===== src/rtl/hps_reset_req_ctrl.sv =====
// HPS FPGA-to-HPS reset request generator.
// Asynchronous pushbutton/supervisor lines are synchronised, debounced and
// mapped to a reset kind (cold/warm/debug). Software pulses join them as
// pending requests. One request at a time is issued as a fixed-width
// active-low pulse, followed by a quiet holdoff window.
//
// Request acceptance: there is no valid/ready handshake on the inputs.
// A source event or an sw_req bit is latched into its pending flag on the
// clock edge where it is seen. It is held until a pulse of that kind starts,
// or until a cold pulse starts (which consumes everything). It is discarded
// if req_enable is low on that edge. A started pulse always runs to the end
// of its holdoff window.
module hps_reset_req_ctrl #(
  parameter int unsigned          NUM_SRC         = 4,
  parameter logic [2*NUM_SRC-1:0] SRC_KIND        = 8'b11_10_01_00,
  parameter int unsigned          DEBOUNCE_CYCLES = 8,
  parameter int unsigned          PULSE_CYCLES    = 16,
  parameter int unsigned          HOLDOFF_CYCLES  = 64
) (
  input  logic               clk_clk,
  input  logic               reset_reset_n,
  input  logic [NUM_SRC-1:0] src_req_n,
  input  logic [2:0]         sw_req,
  input  logic               req_enable,
  output logic               hps_0_f2h_cold_reset_req_reset_n,
  output logic               hps_0_f2h_warm_reset_req_reset_n,
  output logic               hps_0_f2h_debug_reset_req_reset_n,
  output logic               busy,
  output logic [1:0]         last_kind,
  output logic [7:0]         req_count,
  output logic [1:0]         o_dbg_state
);

  // Reset kinds; the index also selects the bit in the 3-bit request vectors.
  localparam logic [1:0] KIND_COLD  = 2'd0;
  localparam logic [1:0] KIND_WARM  = 2'd1;
  localparam logic [1:0] KIND_DEBUG = 2'd2;
  localparam logic [1:0] KIND_NONE  = 2'd3;

  // FSM encoding.
  localparam logic [1:0] ST_IDLE    = 2'd0;
  localparam logic [1:0] ST_PULSE   = 2'd1;
  localparam logic [1:0] ST_HOLDOFF = 2'd2;

  // Debounce counter only needs to reach DEBOUNCE_CYCLES-1.
  localparam int unsigned DB_W = (DEBOUNCE_CYCLES > 2) ? $clog2(DEBOUNCE_CYCLES) : 1;
  localparam logic [DB_W-1:0] DB_LAST = DB_W'(DEBOUNCE_CYCLES - 1);

  // One shared timer serves both the pulse and the holdoff phase.
  localparam int unsigned TIM_MAX = (PULSE_CYCLES > HOLDOFF_CYCLES) ? PULSE_CYCLES : HOLDOFF_CYCLES;
  localparam int unsigned TIM_W   = $clog2(TIM_MAX + 1);
  localparam logic [TIM_W-1:0] PULSE_LAST   = TIM_W'(PULSE_CYCLES - 1);
  localparam logic [TIM_W-1:0] HOLDOFF_LAST = TIM_W'(HOLDOFF_CYCLES - 1);

  // Source path state.
  logic [NUM_SRC-1:0]           r_sync1;
  logic [NUM_SRC-1:0]           r_sync2;
  logic [NUM_SRC-1:0][DB_W-1:0] r_db_cnt;
  logic [NUM_SRC-1:0]           r_pressed;
  logic [NUM_SRC-1:0]           r_pressed_q;
  logic [NUM_SRC-1:0]           w_src_rise;
  logic [2:0]                   w_src_kind_evt;

  // Request arbitration.
  logic [2:0] w_req_set;
  logic [2:0] r_pend;
  logic [2:0] w_pend_clr;
  logic [1:0] w_sel_kind;
  logic [2:0] w_sel_oh;
  logic       w_start;

  // Pulse generator.
  logic [1:0]       r_state;
  logic [TIM_W-1:0] r_tim;
  logic [2:0]       r_req_n;
  logic [1:0]       r_last_kind;
  logic [7:0]       r_req_count;

  // Two-flop synchroniser; preset to the released (high) level.
  always_ff @(posedge clk_clk or negedge reset_reset_n) begin
    if (!reset_reset_n) begin
      r_sync1 <= '1;
      r_sync2 <= '1;
    end else begin
      r_sync1 <= src_req_n;
      r_sync2 <= r_sync1;
    end
  end

  // Debounce: the pressed state flips only after DEBOUNCE_CYCLES consecutive
  // synced samples disagree with it; any agreeing sample restarts the count.
  always_ff @(posedge clk_clk or negedge reset_reset_n) begin
    if (!reset_reset_n) begin
      r_db_cnt    <= '0;
      r_pressed   <= '0;
      r_pressed_q <= '0;
    end else begin
      r_pressed_q <= r_pressed;
      for (int i = 0; i < NUM_SRC; i++) begin
        // A low synced line means "pressed", so agreement is sync2 != pressed.
        if (r_sync2[i] != r_pressed[i]) begin
          r_db_cnt[i] <= '0;
        end else if (r_db_cnt[i] == DB_LAST) begin
          r_db_cnt[i]  <= '0;
          r_pressed[i] <= ~r_pressed[i];
        end else begin
          r_db_cnt[i] <= r_db_cnt[i] + 1'b1;
        end
      end
    end
  end

  // A new press is the rising edge of the debounced state; a held line
  // yields exactly one event until it has been released and debounced.
  assign w_src_rise = r_pressed & ~r_pressed_q;

  // Map each line's press event onto its configured reset kind.
  always_comb begin
    w_src_kind_evt = 3'b000;
    for (int i = 0; i < NUM_SRC; i++) begin
      if (w_src_rise[i]) begin
        case (SRC_KIND[2*i +: 2])
          KIND_COLD:  w_src_kind_evt[0] = 1'b1;
          KIND_WARM:  w_src_kind_evt[1] = 1'b1;
          KIND_DEBUG: w_src_kind_evt[2] = 1'b1;
          default:    ;
        endcase
      end
    end
  end

  // Software and source requests of the same kind merge into one flag.
  assign w_req_set = w_src_kind_evt | sw_req;

  // Fixed priority cold > warm > debug over the pending flags.
  always_comb begin
    w_sel_kind = KIND_DEBUG;
    w_sel_oh   = 3'b100;
    if (r_pend[0]) begin
      w_sel_kind = KIND_COLD;
      w_sel_oh   = 3'b001;
    end else if (r_pend[1]) begin
      w_sel_kind = KIND_WARM;
      w_sel_oh   = 3'b010;
    end
  end

  assign w_start = (r_state == ST_IDLE) && req_enable && (|r_pend);

  // A cold reset supersedes everything queued behind it.
  assign w_pend_clr = !w_start    ? 3'b000 :
                      w_sel_oh[0] ? 3'b111 : w_sel_oh;

  // Pending flags: set in any state, consumed at pulse start, flushed while disabled.
  always_ff @(posedge clk_clk or negedge reset_reset_n) begin
    if (!reset_reset_n) begin
      r_pend <= '0;
    end else if (!req_enable) begin
      r_pend <= '0;
    end else begin
      r_pend <= (r_pend & ~w_pend_clr) | w_req_set;
    end
  end

  // IDLE -> PULSE -> HOLDOFF -> IDLE with registered active-low outputs.
  always_ff @(posedge clk_clk or negedge reset_reset_n) begin
    if (!reset_reset_n) begin
      r_state     <= ST_IDLE;
      r_tim       <= '0;
      r_req_n     <= 3'b111;
      r_last_kind <= KIND_NONE;
      r_req_count <= 8'd0;
    end else begin
      case (r_state)
        ST_IDLE: begin
          r_req_n <= 3'b111;
          r_tim   <= '0;
          if (w_start) begin
            r_state     <= ST_PULSE;
            r_req_n     <= ~w_sel_oh;
            r_last_kind <= w_sel_kind;
            if (r_req_count != 8'hFF) begin
              r_req_count <= r_req_count + 8'd1;
            end
          end
        end
        ST_PULSE: begin
          if (r_tim == PULSE_LAST) begin
            r_state <= ST_HOLDOFF;
            r_tim   <= '0;
            r_req_n <= 3'b111;
          end else begin
            r_tim <= r_tim + 1'b1;
          end
        end
        ST_HOLDOFF: begin
          r_req_n <= 3'b111;
          if (r_tim == HOLDOFF_LAST) begin
            r_state <= ST_IDLE;
            r_tim   <= '0;
          end else begin
            r_tim <= r_tim + 1'b1;
          end
        end
        default: begin
          r_state <= ST_IDLE;
          r_tim   <= '0;
          r_req_n <= 3'b111;
        end
      endcase
    end
  end

  assign hps_0_f2h_cold_reset_req_reset_n  = r_req_n[0];
  assign hps_0_f2h_warm_reset_req_reset_n  = r_req_n[1];
  assign hps_0_f2h_debug_reset_req_reset_n = r_req_n[2];
  assign busy        = (r_state != ST_IDLE);
  assign last_kind   = r_last_kind;
  assign req_count   = r_req_count;
  assign o_dbg_state = r_state;

endmodule


===== config.mk =====
export PLATFORM = sky130hd
export DESIGN_NAME = hps_reset_req_ctrl
export DESIGN_NICKNAME = d
export VERILOG_FILES = /design/src/rtl/hps_reset_req_ctrl.sv
export SDC_FILE = /design/constraint.sdc
export NUM_CORES = 1
export LEC_CHECK = 0
export ABC_AREA = 1
export BUFFER_PORTS_ARGS = -buffer_cell sky130_fd_sc_hd__buf_2
export CAP_MARGIN = 20
export CORE_MARGIN = 1.5
export CORE_UTILIZATION = 38
export CTS_CLUSTER_SIZE = 40
export DETAILED_ROUTE_END_ITERATION = 6
export GPL_TIMING_DRIVEN = 0
export HOLD_SLACK_MARGIN = 0.15
export PLACE_DENSITY = 0.52
export SETUP_SLACK_MARGIN = 0.15
export SYNTH_ARGS = -nofsm -noshare
export SYNTH_HDL_FRONTEND = slang
export SYNTH_SLANG_ARGS = --single-unit

===== constraint.sdc =====
create_clock -name clk_clk -period 2.25 [get_ports clk_clk]
set_clock_uncertainty 0.2 [all_clocks]
set_input_delay 0.3375 -clock clk_clk [delete_from_list [all_inputs] [get_ports clk_clk]]
set_output_delay 0.3375 -clock clk_clk [all_outputs]
set_load 0.01 [all_outputs]

==> impl_results.md, run 1 <==
- Outcome: complete, no violations
- FF-to-FF Start: o_dbg_state[1]$_DFFE_PN0P_
- CTS Root Cell: clkbuf_8
- RSZ-0062 raised after global routing: no
- First-pass GRT wire length: approximately 6 mm
- RePlAce Congestion: 0.742
- Register share of total power: approximately 45%
- Full die area: ~0.0060 mm2
- Endpoints failing setup: 0
- Max Slew Vio Count: 0
- Buffers plus inverters on the worst setup path: 3
- Total Nets Final: between 200 and 300
- Fin crit share: roughly 80%
- CTS Sinks: 46
- Clock buffer count from CTS: 5
- Syn_nets: between 200 and 250
- PortBufs: 24
- Crit end category: flip-flop
- HP Class: reg2reg
- Post-layout min period: 1.86 ns
- Initial DRT Pass Iterations: 4
- Area leader, netlist: dfrtp_1
- Required @ worst endpoint: 2.29 ns
- Synth Register Bits: 46
- Power per Cell Area: 1070 mW/mm2
- Worst-Margin Slew: roughly 0.45 ns
- Clock share of power: about a quarter
- Synth top area cells: dfrtp_1 (42%), dfstp_2 (14%), nand2_1 (11%)
- Via density: 4.25
- Routed WL per cell: 10.3 um
- Peak supply drop: 0.488 mV
- Worst-path maximum fanout: 5
- CTS Buffer Depth: 2
- Largest net degree at the start of global routing: 47
- Worst path slowest cell: dlygate4sd3_1
- Avg Cell Area, Syn: 9.65 um2
- Top Ports: 26
- Drt initial violations: 49
- Top delay family on crit path: buffers and inverters
- Slew HR: 70.3%
- Final hold vios: 0
- Gr usage total: 13.0%
- Max Fclk: 0.539 GHz
- P_sw: 881 uW
- Die X: 77.4 um
- CTS tree: built
- CP arrival: approximately 1.9 ns
- Seq/Total Area, Yosys: a little under three fifths
- Worst-Skew Late Latency: roughly 0.29 ns
- Final WL: approximately 3.4 mm
- Placed insts: 312
- Crit path kind: reg2reg
- Initial core utilization: between 40% and 50%
- Ant diodes: 0
- P_int: 1.85 mW
- Ys Warns: 0
- Crit start category: flip-flop
- Residual DRC count: 0
- Cell repeated most along the worst path: inv_1
- Total gr overflow: 0
- Area growth, synth to finish: 21.2%
- CP max stage delay: ~0.55 ns
- Final setup TNS: 0 ns
- Die H: a little under 80 um
- Finished Layout Cells: 329
- Distinct cell type count after synthesis: 25
- Row cnt: 26
- Hold slack: 0.158 ns
- Post-synthesis cell count: 218
- Post-synth top area share: between 40% and 50%
- Hold Startpoint: r_sync1[0]$_DFF_PN1_
- DR vias: 1398
- Core area: around 0.0052 mm2
- Leakage: 1.33 nW
- Placed wire-length estimate: roughly 2.3 mm
- Final antenna-violating net count: 0
- Vias in the first global route: 1380
- CTS clock-pin slew for the worst setup and hold paths: 0.09 ns
- Initial antenna violation count: 0
- Sw Ratio: around a third
- Layout cell share with drive strength beyond 1: ~22%
- MaxCap Viol Count: 0
- Part of the power in combinational logic: 28.6%
- Worst Setup SP: o_dbg_state[1]$_DFFE_PN0P_
- CP cell instances: inv_1 -> ha_1 -> o21ai_0 -> nand2_1 -> dlygate4sd3_1 -> inv_1
- Synthesized area: 0.00210 mm2
- Htree depth: 2
[stage by stage]
step | utilization [%] | power (mW) | setup slack [ns] | instance area, um2
2_1_floorplan | - | 1.78 | 0.649 | 2100
3_3_place_gp | 44.1 | 2.01 | 0.519 | 2310
3_5_place_dp | 44.1 | 2.02 | 0.496 | 2310
4_1_cts | 48.3 | 2.78 | 0.403 | 2530
5_1_grt | 48.7 | 2.96 | 0.268 | 2550
6_report | 48.7 | 2.73 | 0.395 | 2550
[routing by layer]
layer  wire (um)  track usage [%]
met5           0                0
met4          27             4.91
met3         124             4.71
met2        1500             18.9
met1        1730             17.8
[cell usage in the layout (no fill, tap or decap), drive strengths merged]
cell type and count:
clkbuf 5, nand3 6, xor2 8, nor3 3
clkinv 1, dfstp 11, nor2 28, bufinv 2
nand2 64, dfrtp 35, o21ai 7, ha 12
xnor2 5, inv 29, dlygate4sd3 8, a21boi 2
o21bai 1, buf 25, nand4 2, a21oi 5
[kinds of logic after synthesis]
logic type               count (synthesis)  synth area share, %
flip-flops                              46                 55.4
buffers and inverters                   29                 5.41
AO/OA/AOI/OAI                           15                 4.64
adder cells (fa/ha/maj)                 12                 7.13
XOR/XNOR                                13                 5.77
AND/OR/NAND/NOR                        103                 21.7
[sequential cells by signal (all words and copies together), names as in the netlist]
name,cells
r_db_cnt,9
req_count,8
r_tim,7
r_pend,3
r_pressed,3
r_pressed_q,3
r_req_n,3
r_sync1,3
r_sync2,3
last_kind,2
o_dbg_state,2
[path summary, 6_finish.rpt]
| kind | depth (start not counted) | endpoint | slack [ns] |
|---|---|---|---|
| setup / recovery | 6 | r_pend[1]$_DFF_PN0_ | 0.39 |
| max in group asynchronous | 3 | last_kind[0]$_DFFE_PN1P_ | 0.96 |
| min in group asynchronous | 2 | req_count[0]$_DFFE_PN0P_ | 0.31 |
| setup reg to reg | 6 | r_pend[1]$_DFF_PN0_ | 0.39 |
| hold reg to reg | 0 | r_sync2[0]$_DFF_PN1_ | 0.16 |
| hold / removal | 0 | r_sync2[0]$_DFF_PN1_ | 0.16 |
[cells in the mapped netlist]
master and n:
xnor2_1 5, nand2_2 2, inv_1 27, nand3_2 1
xor2_2 1, o21ai_2 1, o21bai_4 1, nand2_8 1
nand4_1 2, nand3_1 4, nor2_1 27, xor2_1 7
inv_2 1, inv_6 1, ha_1 12, nor3_1 3
dfrtp_1 35, nand2_1 60, nand3_4 1, o21ai_0 6
nand2_4 1, nor2_4 1, a21boi_0 2, dfstp_2 11
a21oi_1 5
[power groups by stage]
stage / Combinational (mW) / Clock, mW / Sequential (mW)
5_1_grt: 0.914 / 0.782 / 1.26
4_1_cts: 0.796 / 0.756 / 1.23
3_3_place_gp: 0.771 / 0 / 1.24
6_report: 0.782 / 0.726 / 1.22
3_5_place_dp: 0.780 / 0 / 1.24
2_1_floorplan: 0.517 / 0 / 1.26
[worst reg2reg max path: stages, from the launching register on]
cell and delay (ns):
dfrtp_1 0.40, inv_1 0.09, ha_1 0.25, o21ai_0 0.19
nand2_1 0.07, dlygate4sd3_1 0.55, inv_1 0.05
[layout make-up]
type	instances	area (um2)
flip-flops and latches	46	1160
clock inverters	3	68.8
multi-input cells	143	826
well taps	70	87.6
clock buffers	5	68.8
inverters	29	114
fillers	507	2690
repair buffers	33	220
[what timing repair did]
item	CTS	global route
hold buffers	8	0
endpoints found under the hold margin	41	0
setup buffers	0	0
endpoints found under the setup margin	0	0
gates resized for setup	0	0
No activity file was read; power rests on OpenSTA's default activity.
==> run 2: changes to the inputs <==
Settings changed: ABC_AREA 1 to 0.
Clock period 2.25 ns to 1.76 ns, I/O delays scaled along.
==> run 2 against run 1 <==
Effect of this change:
- the run now ends with setup timing left
- sequential share of layout area down 4.6 points
- die area shrank 4.2%
- synthesized cell count decreased by 25%
- utilization is 6.9 points higher
- clock power decreased by 6.9%
- setup slack lost 0.43 ns
- non-clock buffer count increased by 30
- largest power group unchanged
==> impl_results.md, run 2 <==
- Seq/Total Area, Yosys: 57.9%
- Synth top area cells: dfrtp_1 (44%), dfstp_2 (14%), ha_1 (7.5%)
- Hold path depth: 0
- Setup WS pre-CTS: -0.0652 ns
- Routed WL per cell: 13.7 um
- Total Nets Final: 254
- Area of the multi-input gates: 970 um2
- Storage cell area: 0.00117 mm2
- First-pass GRT wire length: 6.87 mm
- Final worst setup slack: -0.0339 ns
- Area leader, netlist: dfrtp_1
- CTS Sinks: 46
- Post-synth top area share: 43.5%
- Syn_nets: 185
- Crit path kind: reg2reg
- Most common cell in the netlist: dfrtp_1
- Power per Cell Area: 1320 mW/mm2
- PortBufs: 24
- Slew HR: 63.4%
- CTS Buffer Depth: 2
- Vias in the first global route: 1538
- Placed wire-length estimate: 2.54 mm
- RePlAce Congestion: 0.755
- Largest net degree at the start of global routing: 47
- Final instance area: 0.00284 mm2
- Die X: between 70 and 80 um
- Synthesized area: between 0.002 and 0.0025 mm2
- Post-synthesis cell count: 163
- RSZ-0062 raised after global routing: yes
- Failing checks: setup timing
- Capturing point of the worst reg2reg path: o_dbg_state[0]$_DFFE_PN0P_
- Final hold vios: 0
- Top Ports: 26
- Fin crit share: 102%
- DR vias: approximately 1500
- Fill count: 433
- Worst-Skew Late Latency: 0.30 ns
- Final WL: 4.16 mm
- Worst reg2reg setup slack: -0.03 ns
- Crit end category: flip-flop
- Die H: between 70 and 80 um
- Total gr overflow: 0
- Ant diodes: 0
- Worst-path maximum fanout: 5
- Required @ worst endpoint: 1.75 ns
- Outcome: finished, violations left
- Placed inst area: 0.00229 mm2
- CTS tree: built
- Most common cell after layout, fill and taps aside: dfrtp_1
- Synth Register Bits: 46
- Gr usage total: 16.0%
- CTS Root Cell: clkbuf_8
- Hold Startpoint: r_sync1[2]$_DFF_PN1_
- Post-synth EDFFs: 0
- Max Fclk: 0.557 GHz
- R2R depth: 4
- Layout cell share with drive strength beyond 1: 46.8%
- Ys flop type: dfrtp_1
- Ys Warns: 0
- Full die area: 0.00574 mm2
- Initial antenna violation count: 0
- Clock buffer count from CTS: 5
- Endpoints failing setup: 1
- Max Slew Vio Count: 0
- Distinct cell type count after synthesis: 43
- Residual DRC count: 0
- Avg Cell Area, Syn: 12.4 um2
- Via density: a little under 5
- FF-to-FF Start: r_tim[5]$_DFF_PN0_
- Crit start category: flip-flop
- Drt initial violations: 98
- Core area: approximately 0.005 mm2
- Initial DRT Pass Iterations: 4
- Synth top cells by count: dfrtp_1 (35), nand2_1 (13), ha_1 (12), inv_1 (12), dfstp_2 (11)
- Worst-Margin Slew: approximately 0.55 ns
- Hold Path End: r_sync2[2]$_DFF_PN1_
- Initial core utilization: 39.4%
- Post-layout min period: 1.79 ns
- Htree depth: 2
- FFs w/ async S/R, synth: 100%
- Commonest non-fill, non-tap cells in the layout: dfrtp_1 (34), buf_2 (24), buf_4 (24)
- Area growth, synth to finish: 41.1%
- Most flops, register: r_db_cnt
- Max reg flops: 9
- Leakage: 1.29 nW
- Row cnt: 26
- HP Class: reg2reg
- CTS clock-pin slew for the worst setup and hold paths: 0.09 ns
- Peak supply drop: 0.489 mV
- MaxCap Viol Count: 0
- CP arrival: approximately 1.8 ns
- Final antenna-violating net count: 0
[run 2: final cells by class]
| type | instances | area share (%) |
|---|---|---|
| clock buffer | 6 | 2.91 |
| timing repair buffer | 62 | 16.6 |
| inverter | 12 | 1.59 |
| sequential | 46 | 41.0 |
| buffer | 1 | 0.176 |
| multi-input combinational | 104 | 34.1 |
| tap | 70 | 3.08 |
| clock inverter | 2 | 0.440 |
[run 2: repair_timing]
| item | CTS | global route |
|---|---|---|
| pin swaps | 17 | 13 |
| setup buffers | 19 | 10 |
| gates cloned | 0 | 0 |
| hold buffers | 8 | 0 |
| gates resized for setup | 16 | 12 |
| endpoints found under the hold margin | 42 | 0 |
| setup endpoints to repair | 17 | 22 |
[run 2: logic make-up after synthesis]
group	after synthesis	synth area share, %
AND/OR/NAND/NOR	49	13.7
multiplexers	8	4.47
XOR/XNOR	13	5.66
adder cells (fa/ha/maj)	12	7.46
AO/OA/AOI/OAI	22	8.33
flip-flops	46	57.9
buffers and inverters	13	2.49
[run 2: where the power goes]
group	switching, mW	internal, mW
Combinational	0.680	0.825
Sequential	0.210	1.36
Clock	0.360	0.316
[run 2: metal layers]
metal	part of all wire, %	vias to the layer above	GRT usage, %
met2	50	26	26.4
li1	-	705	-
met5	0	-	0
met3	3.6	8	4.63
met4	1.9	0	7.14
met1	44	733	19.4
[run 2: worst max-delay path by stage]
stage,start,to,cells after the start
final,r_tim[5]$_DFF_PN0_,o_dbg_state[0]$_DFFE_PN0P_,4
after global routing,r_tim[0]$_DFF_PN0_,o_dbg_state[0]$_DFFE_PN0P_,5
after CTS,o_dbg_state[0]$_DFFE_PN0P_,req_count[5]$_DFFE_PN0P_,6
after detailed placement,r_tim[4]$_DFF_PN0_,o_dbg_state[0]$_DFFE_PN0P_,4
after global placement,r_tim[5]$_DFF_PN0_,o_dbg_state[0]$_DFFE_PN0P_,4
after floorplan,r_tim[5]$_DFF_PN0_,o_dbg_state[0]$_DFFE_PN0P_,4
[run 2: critical path, cell delays in order, from the launching register on]
cell	delay, ns
dfrtp_1	0.39
or3_4	0.43
o21ai_4	0.25
nand3_2	0.11
mux2_4	0.31
[run 2: metrics by stage]
step / utilization (%) / instances / power, mW / hold slack [ns] / TNS (ns)
finish: 55.6 / 303 / 3.75 / 0.159 / -0.0339
global route: 55.6 / 303 / 4.04 / 0.164 / -0.302
CTS: 52.8 / 292 / 3.64 / 0.159 / -0.0142
global placement: 44.8 / 257 / 2.55 / 0.146 / -0.0584
floorplan: - / 163 / 2.27 / -0.232 / 0
detailed placement: 44.8 / 257 / 2.62 / 0.147 / -0.0985
==> run 3: changes to the inputs <==
Clock period 1.76 ns to 2 ns, I/O delays scaled along.
==> run 3 against run 2 <==
Effect of this change:
- the run now ends clean
- cell count decreased by 7.9%
- clock power decreased by 15%
- combinational power decreased by 39%
- largest power group unchanged
- global-route usage decreased by 1.8 points
- hold slack got worse by 0.0020 ns
- utilization decreased by 6.1 points
- design area decreased by 11%
- largest cell class unchanged
==> impl_results.md, run 3 (synthesis gave the netlist of run 2 again) <==
- Top delay family on crit path: simple AND/OR/NAND/NOR gates
- Area growth, synth to finish: 25.7%
- Via density: 4.85
- Max Fclk: 0.549 GHz
- Crit end category: flip-flop
- Row cnt: 26
- Fill count: about 480
- CTS Sinks: 46
- MaxCap Viol Count: 0
- Final antenna-violating net count: 0
- Ant diodes: 0
- Clock buffer count from CTS: 5
- CTS tree: built
- CP cell instances: or3_4 -> o21ai_4 -> nand3_2 -> mux2_4
- First-pass GRT wire length: 6.09 mm
- CTS clock-pin slew for the worst setup and hold paths: 0.08 ns
- Worst path slowest cell: or3_4
- Crit path kind: reg2reg
- Worst-Margin Slew: around 0.33 ns
- Endpoints failing setup: 0
- Worst-Skew Late Latency: 0.29 ns
- Finished Layout Cells: around 280
- Max Slew Vio Count: 0
- Htree depth: 2
- Final WL: 3.57 mm
- Outcome: complete, no violations
- Vias in the first global route: 1351
- Required @ worst endpoint: 1.98 ns
- CTS Buffer Depth: 2
- Initial DRT Pass Iterations: 4
- Power per Cell Area: approximately 1100 mW/mm2
- Initial antenna violation count: 0
- CTS Root Cell: clkbuf_8
- Worst-path maximum fanout: 5
- Fin crit share: between 90% and 100%
- RSZ-0062 raised after global routing: yes
- Buffers plus inverters on the worst setup path: 0
- Layout cell share with drive strength beyond 1: 33.0%
- Max reg flops: 9
- Slew HR: 77.9%
- Commonest non-fill, non-tap cells in the layout: dfrtp_1 (35), buf_2 (24), nand2_1 (12)
- Crit start category: flip-flop
- Total Nets Final: 230
- R2R depth: 4
- CP max stage delay: 0.43 ns
- Gr usage total: roughly 14%
- RePlAce Congestion: 0.785
- Initial core utilization: approximately 39%
- Final setup TNS: 0 ns
- HP Class: in2async
- Die H: 75.8 um
- Drt initial violations: 52
- CP arrival: 1.80 ns
- Total gr overflow: 0
- Largest net degree at the start of global routing: 47
- Placed wire-length estimate: 2.50 mm
- Post-layout min period: 1.82 ns
- PortBufs: 24
- Peak supply drop: 0.481 mV
- Placed insts: 257
- Core area: 0.00511 mm2
- Full die area: 0.00574 mm2
- Top Ports: 26
- Most flops, register: r_db_cnt
- CP Depth: 4
- Final hold vios: 0
- Residual DRC count: 0
- Most common cell after layout, fill and taps aside: dfrtp_1
- Routed WL per cell: 12.8 um
- DR vias: roughly 1400
- Die X: between 70 and 80 um
- Leakage: about 1.1 nW
==> run 3: layout make-up <==
| cell class | count | area [um2] | share of cell area, % |
|---|---|---|---|
| plain buffers | 1 | 5.00 | 0.198 |
| flip-flops and latches | 46 | 1160 | 46.0 |
| clock inverters | 2 | 12.5 | 0.495 |
| inverters | 12 | 45.0 | 1.78 |
| clock buffers | 6 | 82.6 | 3.26 |
| multi-input cells | 104 | 875 | 34.6 |
| repair buffers | 38 | 258 | 10.2 |
| well taps | 70 | 87.6 | 3.46 |
==> run 3: worst paths after layout <==
kind,start,endpoint,slack [ns]
max in group asynchronous,reset_reset_n,r_sync2[2]$_DFF_PN1_,0.95
setup reg to reg,r_tim[5]$_DFF_PN0_,o_dbg_state[0]$_DFFE_PN0P_,0.18
min in group clk_clk,r_sync1[2]$_DFF_PN1_,r_sync2[2]$_DFF_PN1_,0.16
hold reg to reg,r_sync1[2]$_DFF_PN1_,r_sync2[2]$_DFF_PN1_,0.16
hold / removal,reset_reset_n,r_tim[4]$_DFF_PN0_,0.16
setup / recovery,r_tim[5]$_DFF_PN0_,o_dbg_state[0]$_DFFE_PN0P_,0.18
==> run 3: timing repair <==
action | 4_1_cts | 5_1_grt
gates resized for setup | 8 | 8
setup buffers | 0 | 5
endpoints found under the setup margin | 13 | 9
hold buffers | 8 | 0
pin swaps | 0 | 9
endpoints found under the hold margin | 42 | 0
==> run 3: report_power, final <==
part / switching, mW / leakage [nW] / internal, mW
Sequential: 0.196 / 0.579 / 1.20
Clock: 0.299 / 0.0472 / 0.278
Combinational: 0.467 / 0.513 / 0.455
Total: 0.962 / 1.14 / 1.93
==> run 3: metrics by stage <==
step                hold WS (ns)  utilization (%)  area [um2]  power (mW)  worst slack, ns
finish                     0.157             49.5        2530        2.89            0.178
global route               0.163             49.5        2530        3.12            0.138
CTS                        0.160             47.8        2440        2.88            0.139
detailed placement         0.147             43.5        2220        2.22          -0.0951
global placement           0.147             43.5        2220        2.17          -0.0687
floorplan                 -0.196                -        2010        1.92            0.154
==> run 3: layer usage <==
metal | share of wire, % | vias up | wire length, um | GRT usage [%]
li1 | - | 660 | - | -
met1 | 46 | 663 | 1650 | 18.8
met2 | 48 | 25 | 1700 | 22.5
met3 | 5.4 | 5 | 193 | 4.50
met4 | 0.95 | 0 | 34 | 4.17
met5 | 0 | - | 0 | 0
